File: src/rtl/z80_int_ctrl.sv
// z80_int_ctrl -- vectored (IM 2) interrupt controller for the Z80 bus.
//
// Latches rising edges on up to NUM_SRC peripheral request lines, picks the
// highest-priority unmasked one (index 0 highest) and drives nINT. During the
// M1+IORQ acknowledge cycle it supplies the vector {VBASE[7:4], src, 0}.
// Four I/O registers at IO_BASE+0..+3: MASK, PEND (W1C), VBASE, ISR (write = EOI).
//
// Build option: define ICTRL_NEST_EN for nested service. A pending source
// may then interrupt a lower-priority source already in service.
//
// Ports:
//   CLK, nRESET      clock (rising edge), asynchronous active-low reset
//   irq_src          asynchronous peripheral requests, rising edge = request
//   A, D_in          Z80 address low byte and data from the CPU
//   D_out, D_oe      data to the CPU (vector or register) and its drive enable
//   nM1, nIORQ       Z80 bus strobes, active low
//   nRD, nWR         Z80 bus strobes, active low
//   nINT             interrupt request to the CPU, active low
module z80_int_ctrl #(
    parameter int         NUM_SRC = 8,
    parameter logic [7:0] IO_BASE = 8'h40
) (
    input  logic               CLK,
    input  logic               nRESET,
    input  logic [NUM_SRC-1:0] irq_src,
    input  logic [7:0]         A,
    input  logic [7:0]         D_in,
    output logic [7:0]         D_out,
    output logic               D_oe,
    input  logic               nM1,
    input  logic               nIORQ,
    input  logic               nRD,
    input  logic               nWR,
    output logic               nINT
);

    typedef enum logic [1:0] {S_IDLE, S_REQ, S_ACK} state_t;

    localparam logic [NUM_SRC-1:0] ONE = NUM_SRC'(1);

    state_t             state_q, state_d;
    logic [NUM_SRC-1:0] sync1_q, sync2_q, prev_q;
    logic [NUM_SRC-1:0] mask_q, mask_d;
    logic [NUM_SRC-1:0] pend_q, pend_d;
    logic [NUM_SRC-1:0] isr_q, isr_d;
    logic [7:0]         vbase_q, vbase_d;
    logic [2:0]         win_q, win_d;
    logic               spur_q, spur_d;
    logic               wr_seen_q;

    logic [NUM_SRC-1:0] rise, elig, take_oh;
    logic [7:0]         off, rd_data, vector;
    logic               sel, ack_strobe, wr_fire, may_request, take;

    function automatic logic [2:0] lowest_idx(input logic [NUM_SRC-1:0] v);
        logic [2:0] idx;
        idx = '0;
        for (int i = NUM_SRC - 1; i >= 0; i--) begin
            if (v[i]) idx = 3'(i);
        end
        return idx;
    endfunction

    assign rise       = sync2_q & ~prev_q;
    assign elig       = pend_q & ~mask_q;
    assign off        = A - IO_BASE;
    assign sel        = !nIORQ && nM1 && (off < 8'd4);
    assign ack_strobe = !nM1 && !nIORQ;
    // One write per access: only the first edge with nWR low acts.
    assign wr_fire    = sel && !nWR && !wr_seen_q;
    // One-hot of the winning source, used only on the edge that takes the ack.
    assign take_oh    = take ? (elig & (-elig)) : '0;

`ifdef ICTRL_NEST_EN
    logic [NUM_SRC-1:0] isr_top, hi_mask;
    // hi_mask = every source above the highest-priority one in service;
    // all ones when nothing is in service.
    assign isr_top     = isr_q & (-isr_q);
    assign hi_mask     = isr_top - ONE;
    assign may_request = |(elig & hi_mask);
`else
    assign may_request = (isr_q == '0);
`endif

    assign vector = spur_q ? {vbase_q[7:4], 4'hE} : {vbase_q[7:4], win_q, 1'b0};

    always_comb begin
        rd_data = '0;
        case (off[1:0])
            2'd0:    rd_data = 8'(mask_q);
            2'd1:    rd_data = 8'(pend_q);
            2'd2:    rd_data = vbase_q;
            default: rd_data = 8'(isr_q);
        endcase
    end

    // Bus drive is combinational on the strobes so it drops the moment the CPU
    // releases them (and at once on reset, which forces state to IDLE).
    always_comb begin
        D_oe  = 1'b0;
        D_out = '0;
        if (sel && !nRD) begin
            D_oe  = 1'b1;
            D_out = rd_data;
        end else if (state_q == S_ACK && ack_strobe) begin
            D_oe  = 1'b1;
            D_out = vector;
        end
    end

    assign nINT = (state_q != S_REQ);

    always_comb begin
        state_d = state_q;
        win_d   = win_q;
        spur_d  = spur_q;
        take    = 1'b0;
        case (state_q)
            S_IDLE: begin
                if (ack_strobe) begin
                    state_d = S_ACK;
                    spur_d  = 1'b1;
                end else if (|elig && may_request) begin
                    state_d = S_REQ;
                end
            end
            S_REQ: begin
                if (ack_strobe) begin
                    state_d = S_ACK;
                    if (|elig) begin
                        win_d  = lowest_idx(elig);
                        spur_d = 1'b0;
                        take   = 1'b1;
                    end else begin
                        spur_d = 1'b1;
                    end
                end else if (!(|elig)) begin
                    state_d = S_IDLE;
                end
            end
            S_ACK: begin
                if (!ack_strobe) state_d = S_IDLE;
            end
            default: state_d = S_IDLE;
        endcase
    end

    always_comb begin
        mask_d  = mask_q;
        pend_d  = pend_q;
        isr_d   = isr_q;
        vbase_d = vbase_q;
        if (wr_fire) begin
            case (off[1:0])
                2'd0:    mask_d  = D_in[NUM_SRC-1:0];
                2'd1:    pend_d  = pend_q & ~D_in[NUM_SRC-1:0];
                2'd2:    vbase_d = {D_in[7:1], 1'b0};
                // EOI: drop the lowest set bit (highest priority in service).
                default: isr_d   = isr_q & (isr_q - ONE);
            endcase
        end
        pend_d = (pend_d & ~take_oh) | rise;
        isr_d  = isr_d | take_oh;
    end

    always_ff @(posedge CLK or negedge nRESET) begin
        if (!nRESET) begin
            state_q   <= S_IDLE;
            sync1_q   <= '0;
            sync2_q   <= '0;
            prev_q    <= '0;
            mask_q    <= '1;
            pend_q    <= '0;
            isr_q     <= '0;
            vbase_q   <= '0;
            win_q     <= '0;
            spur_q    <= 1'b0;
            wr_seen_q <= 1'b0;
        end else begin
            state_q   <= state_d;
            sync1_q   <= irq_src;
            sync2_q   <= sync1_q;
            prev_q    <= sync2_q;
            mask_q    <= mask_d;
            pend_q    <= pend_d;
            isr_q     <= isr_d;
            vbase_q   <= vbase_d;
            win_q     <= win_d;
            spur_q    <= spur_d;
            wr_seen_q <= sel && !nWR;
        end
    end

endmodule

File: config.mk
export PLATFORM = sky130hd
export DESIGN_NAME = z80_int_ctrl
export DESIGN_NICKNAME = d
export VERILOG_FILES = /design/src/rtl/z80_int_ctrl.sv
export SDC_FILE = /design/constraint.sdc
export NUM_CORES = 1
export LEC_CHECK = 0
export ABC_AREA = 1
export CAP_MARGIN = 20
export CORE_UTILIZATION = 45
export CTS_CLUSTER_SIZE = 12
export DETAILED_ROUTE_END_ITERATION = 7
export GPL_TIMING_DRIVEN = 0
export PLACE_DENSITY = 0.74
export SLEW_MARGIN = 20
export SYNTH_ARGS = -nofsm -noshare
export SYNTH_HDL_FRONTEND = slang
export SYNTH_SLANG_ARGS = --single-unit
File: constraint.sdc
create_clock -name CLK -period 1.6 [get_ports CLK]
set_clock_uncertainty 0.05 [all_clocks]
set_input_delay 0.16 -clock CLK [delete_from_list [all_inputs] [get_ports CLK]]
set_output_delay 0.16 -clock CLK [all_outputs]
set_load 0.1 [all_outputs]
# == Yosys cells after proc, flatten, opt, wreduce, memory -nomap -nowiden ==
# Cells that the tools add are included.
# classes
n_eq_ne,10
bitwise_logic,12
n_mux,32
addsub,3
reduce_logical,24
n_lt_le_gt_ge,1
# op_table
cell,n
$mux W8,7
$and A8 B8 Y8,6
$not A8 Y8,4
$mux W3,8
$pmux W8 S3,1
$or A8 B8 Y8,2
$mux W2,5
$reduce_and A3 Y1,3
$logic_and A1 B1 Y1,8
$logic_not A8 Y1,1
$lt A8 B3 Y1 const B,1
$mux W1,8
$neg A8 Y8,1
$reduce_or A8 Y1,1
$sub A8 B1 Y8 const B,1
$sub A8 B7 Y8 const B,1
$ne A2 B2 Y1 const B,3
$ne A3 B3 Y1 const B,2
$pmux W2 S3,1
$logic_not A1 Y1,5
$eq A2 B1 Y1 const B,2
$eq A2 B2 Y1 const B,2
$logic_not A2 Y1,2
$mux W4,1
other kinds (5),6
# word_totals
word_cells,93
inputBits,30
output_inout_bits,10
ff_bits,62

# == Depth between registers and ports, before layout ==
# depth
depth_word,10
mapped_depth,9
depth_no_buf,9

# == Worst setup path after synthesis ==
# Ideal clock, no wire load.
# synth_path
path_kind,register -> output
startpoint,register state_q[1]
endpoint,output D_out[6]
arrival_ps,2932
path_buffers,0
t_required_ps,1390
setup_slack_ps,-1542
path_stages_with_launch,5
path_cell_list,dfrtp_1 inv_1 nor3_1 inv_1 o21ai_0
# synth_between
elab_chain_len,4
# synth_lines
item,line,source
"start, declared",41,"state_t state_q, state_d;"
"start signal, assigned",180,state_q <= state_d;
$eq A2 B2 Y1,105,end else if (state_q == S_ACK && ack_strobe) begin
$logic_and A1 B1 Y1,105,
$mux W8,105,
$mux W8,102,if (sel && !nRD) begin
"end, declared",28,"output logic [7:0] D_out,"
# No other way between the ends.

# == Worst setup path in the final report ==
# layout_path
startpoint,register state_q[1]
endpoint,output D_out[5]
# Same word-level chain as after synthesis.

==> results_dict.tcl <==
set metrics [dict create \
    hold_viol 0 \
    rrSetupSlack_ns 0.04 \
    cts.sinks 62 \
    diodes 0 \
    ys_seq_area_frac 0.522 \
    netlist.area_leader.share 0.452 \
    start_util 0.469 \
    p_sw_frac 0.272 \
    ioPinCount 40 \
    route.detailed.drc 0 \
    synthTopCellsByCount "nand2_1, inv_1, dfrtp_1, o21ai_0, nand3_1" \
    synth_most_common_cell "nand2_1" \
    rsz0062_at_grt "true" \
    total_power_mw 3.28 \
    grt_pass1_vias 2695 \
    syn_avg_cell_area_um2 8.05 \
    reg2reg_from "state_q[0]$_DFFE_PN0P_" \
    core_um2 6390 \
    layout_min_cycle_time_ns 1.79 \
    status "finished with violations" \
    finalCritPeriodShare 1.12 \
    htree_levels 3 \
    cp-end-kind "output pin" \
    fp.dieArea_um2 6980 \
    maxSlewViolCount 0 \
    start_kind "register" \
    r2r_end "pend_q[4]$_DFF_PN0_" \
    setup_violations 8 \
    numCtsBuffers 9 \
    tritoncts "yes" \
    slew_headroom 0.636 \
    dp_cells 489 \
    tightestPinTransition_ns 0.546 \
    synth_top_area_cell "dfrtp_1" \
    syn_area_um2 2990 \
    p_seq_frac 0.498 \
    rr_worst_depth 7 \
    synth_edf_count 0 \
    p_comb_frac 0.132 \
    path_class "register to output pin" \
    nNetsFinal 482 \
    area_growth_pct 40.8 \
    clock_latency_ns 0.35 \
    p_leak_nw 2.05 \
    drt_wl_total_um 7960 \
    internal_power_mw 2.39 \
    portBuffers 39 \
    firstDrtPassIters 5 \
    synthFlopType "dfrtp_1" \
    critical_path_required_ns 1.39 \
    dieWidth_um 83.6 \
    p_per_area_nw_per_um2 779 \
    ys_async_sr_fraction 1.00 \
    antenna_found_initial 0 \
    postRouteAntennaNets 0 \
    pre_cts_slack_ns -1.56 \
    clockBufferDepth 2 \
    setup_ws_ns -0.189 \
    p_sw_uw 893 \
    grt_max_degree 60 \
    num_rows 29 \
    grt.overflow.total 0 \
    vdd_drop_max_mv 0.501 \
    die_h_um 83.6 \
    cp-startpoint "state_q[1]$_DFFE_PN0P_" \
    cp-endpoint "D_out[5]" \
    vias 2796 \
    maxCapViolCount 0 \
    drive_gt1_frac 0.298 \
    failed_checks "setup timing" \
    yosys_warnings 0 \
    dp_hpwl_um 5280 \
    avgViaCountPerCell 5.24 \
    hold_class "primary input to asynchronous set/reset pin" \
    crit_fanout 5 \
    yosysUniqueCellTypes 30 \
    fmax_ghz 0.559 \
    synth_seq_cells 62 \
    synthTopCellsByArea "dfrtp_1, nand2_1, dfstp_2, inv_1, o21ai_0" \
    synth_nets 402 \
    syn_inst 372 \
    final_cells 534 \
    p_clk_frac 0.370 \
    place_congestion 0.911 \
    dr.first_iter.drc_count 233 \
    root_buffer "clkbuf_8" \
    worstPathArrival_ns 1.58 \
    grt_pass1_wl_um 13100 \
    utilization 0.660 \
    cts.clk_slew.worst_paths_ns 0.07 \
    grt.total_usage 0.243 \
    avgRoutedWirePerCell_um 14.9 \
]
-- worst min-delay path by stage --
stage / endpoint / cells after the start / slack, ns
3_5_place_dp: vbase_q[7]$_DFFE_PN0P_ / 1 / -0.08
5_1_grt: vbase_q[7]$_DFFE_PN0P_ / 2 / 0.11
4_1_cts: vbase_q[6]$_DFFE_PN0P_ / 2 / 0.1
2_1_floorplan: isr_q[0]$_DFF_PN0_ / 0 / -0.19
6_report: vbase_q[6]$_DFFE_PN0P_ / 2 / 0.10
3_3_place_gp: sync2_q[4]$_DFF_PN0_ / 0 / 0.28
-- layer usage --
layer	vias to the layer above	part of all wire	global-route usage	wire length (um)
met3	14	0.067	0.0603	530
met5	-	0	0	0
met4	0	0.014	0.0801	113
met1	1321	0.43	0.322	3410
met2	120	0.49	0.393	3900
li1	1341	-	-	-
-- cells by family (layout without fill, tap and decap cells) --
logic type,count (synthesis),after routing,synth area share
compound gates,56,56,0.110
buf+inv,62,147,0.0832
flops,62,62,0.522
simple gates,192,192,0.285
-- state kept, by name, indices dropped and copies added, names as in the netlist --
signal,count
isr_q,8
mask_q,8
pend_q,8
prev_q,8
sync1_q,8
sync2_q,8
vbase_q,7
win_q,3
state_q,2
spur_q,1
wr_seen_q,1
-- worst max-delay path, stage by stage, from the launching register on --
cell,delay (ns)
dfrtp_1,0.39
inv_2,0.07
nor3_4,0.27
inv_4,0.12
o22ai_4,0.19
buf_12,0.20
-- stage by stage --
| step | cell area (um^2) | TNS (ns) | hold slack [ns] |
|---|---|---|---|
| after floorplan | 3090 | -0.953 | -0.186 |
| after CTS | 4060 | -1.20 | 0.0991 |
| after detailed placement | 3600 | -21.00 | -0.0764 |
| final | 4210 | -1.34 | 0.104 |
| after global routing | 4210 | -2.74 | 0.110 |
| after global placement | 3580 | -115.13 | 0.282 |
-- area by class of cell --
type                            instances  area (um^2)
Fill cell                             516         2170
Sequential cell                        62         1560
Multi-Input combinational cell        248         1400
Timing Repair Buffer                   69          724
Inverter                               57          223
Clock buffer                           12          145
Tap cell                               77         96.3
Buffer                                  5         41.3
Clock inverter                          4         22.5
-- repair_timing --
action / 4_1_cts / 5_1_grt
setup buffers: 15 / 13
hold buffers: 1 / 0
gates resized for setup: 130 / 34
endpoints found under the setup margin: 16 / 42
pin swaps: 15 / 16
endpoints found under the hold margin: 54 / 0
-- power by group through the flow --
stage / registers (mW) / clock network [mW] / logic (mW)
final: 1.64 / 1.21 / 0.432
after global routing: 1.64 / 1.30 / 0.469
after CTS: 1.64 / 1.23 / 0.404
after detailed placement: 1.66 / 0 / 0.355
after global placement: 1.66 / 0 / 0.341
after floorplan: 1.66 / 0 / 0.186
-- layout by cell type (no fill, tap or decap), drive strengths merged, types with 2 or more instances in the layout --
master and n:
clkinv 5, clkdlybuf4s50 18, o21ai 27, nand2 128
clkdlybuf4s15 5, a21boi 5, dfstp 8, inv 55
o2111ai 2, clkbuf 16, nand4 7, o22ai 4
nand3 22, nor2 27, dfrtp 54, buf 45
nor3 6, a21oi 15
No activity file was read; power rests on OpenSTA's default activity.
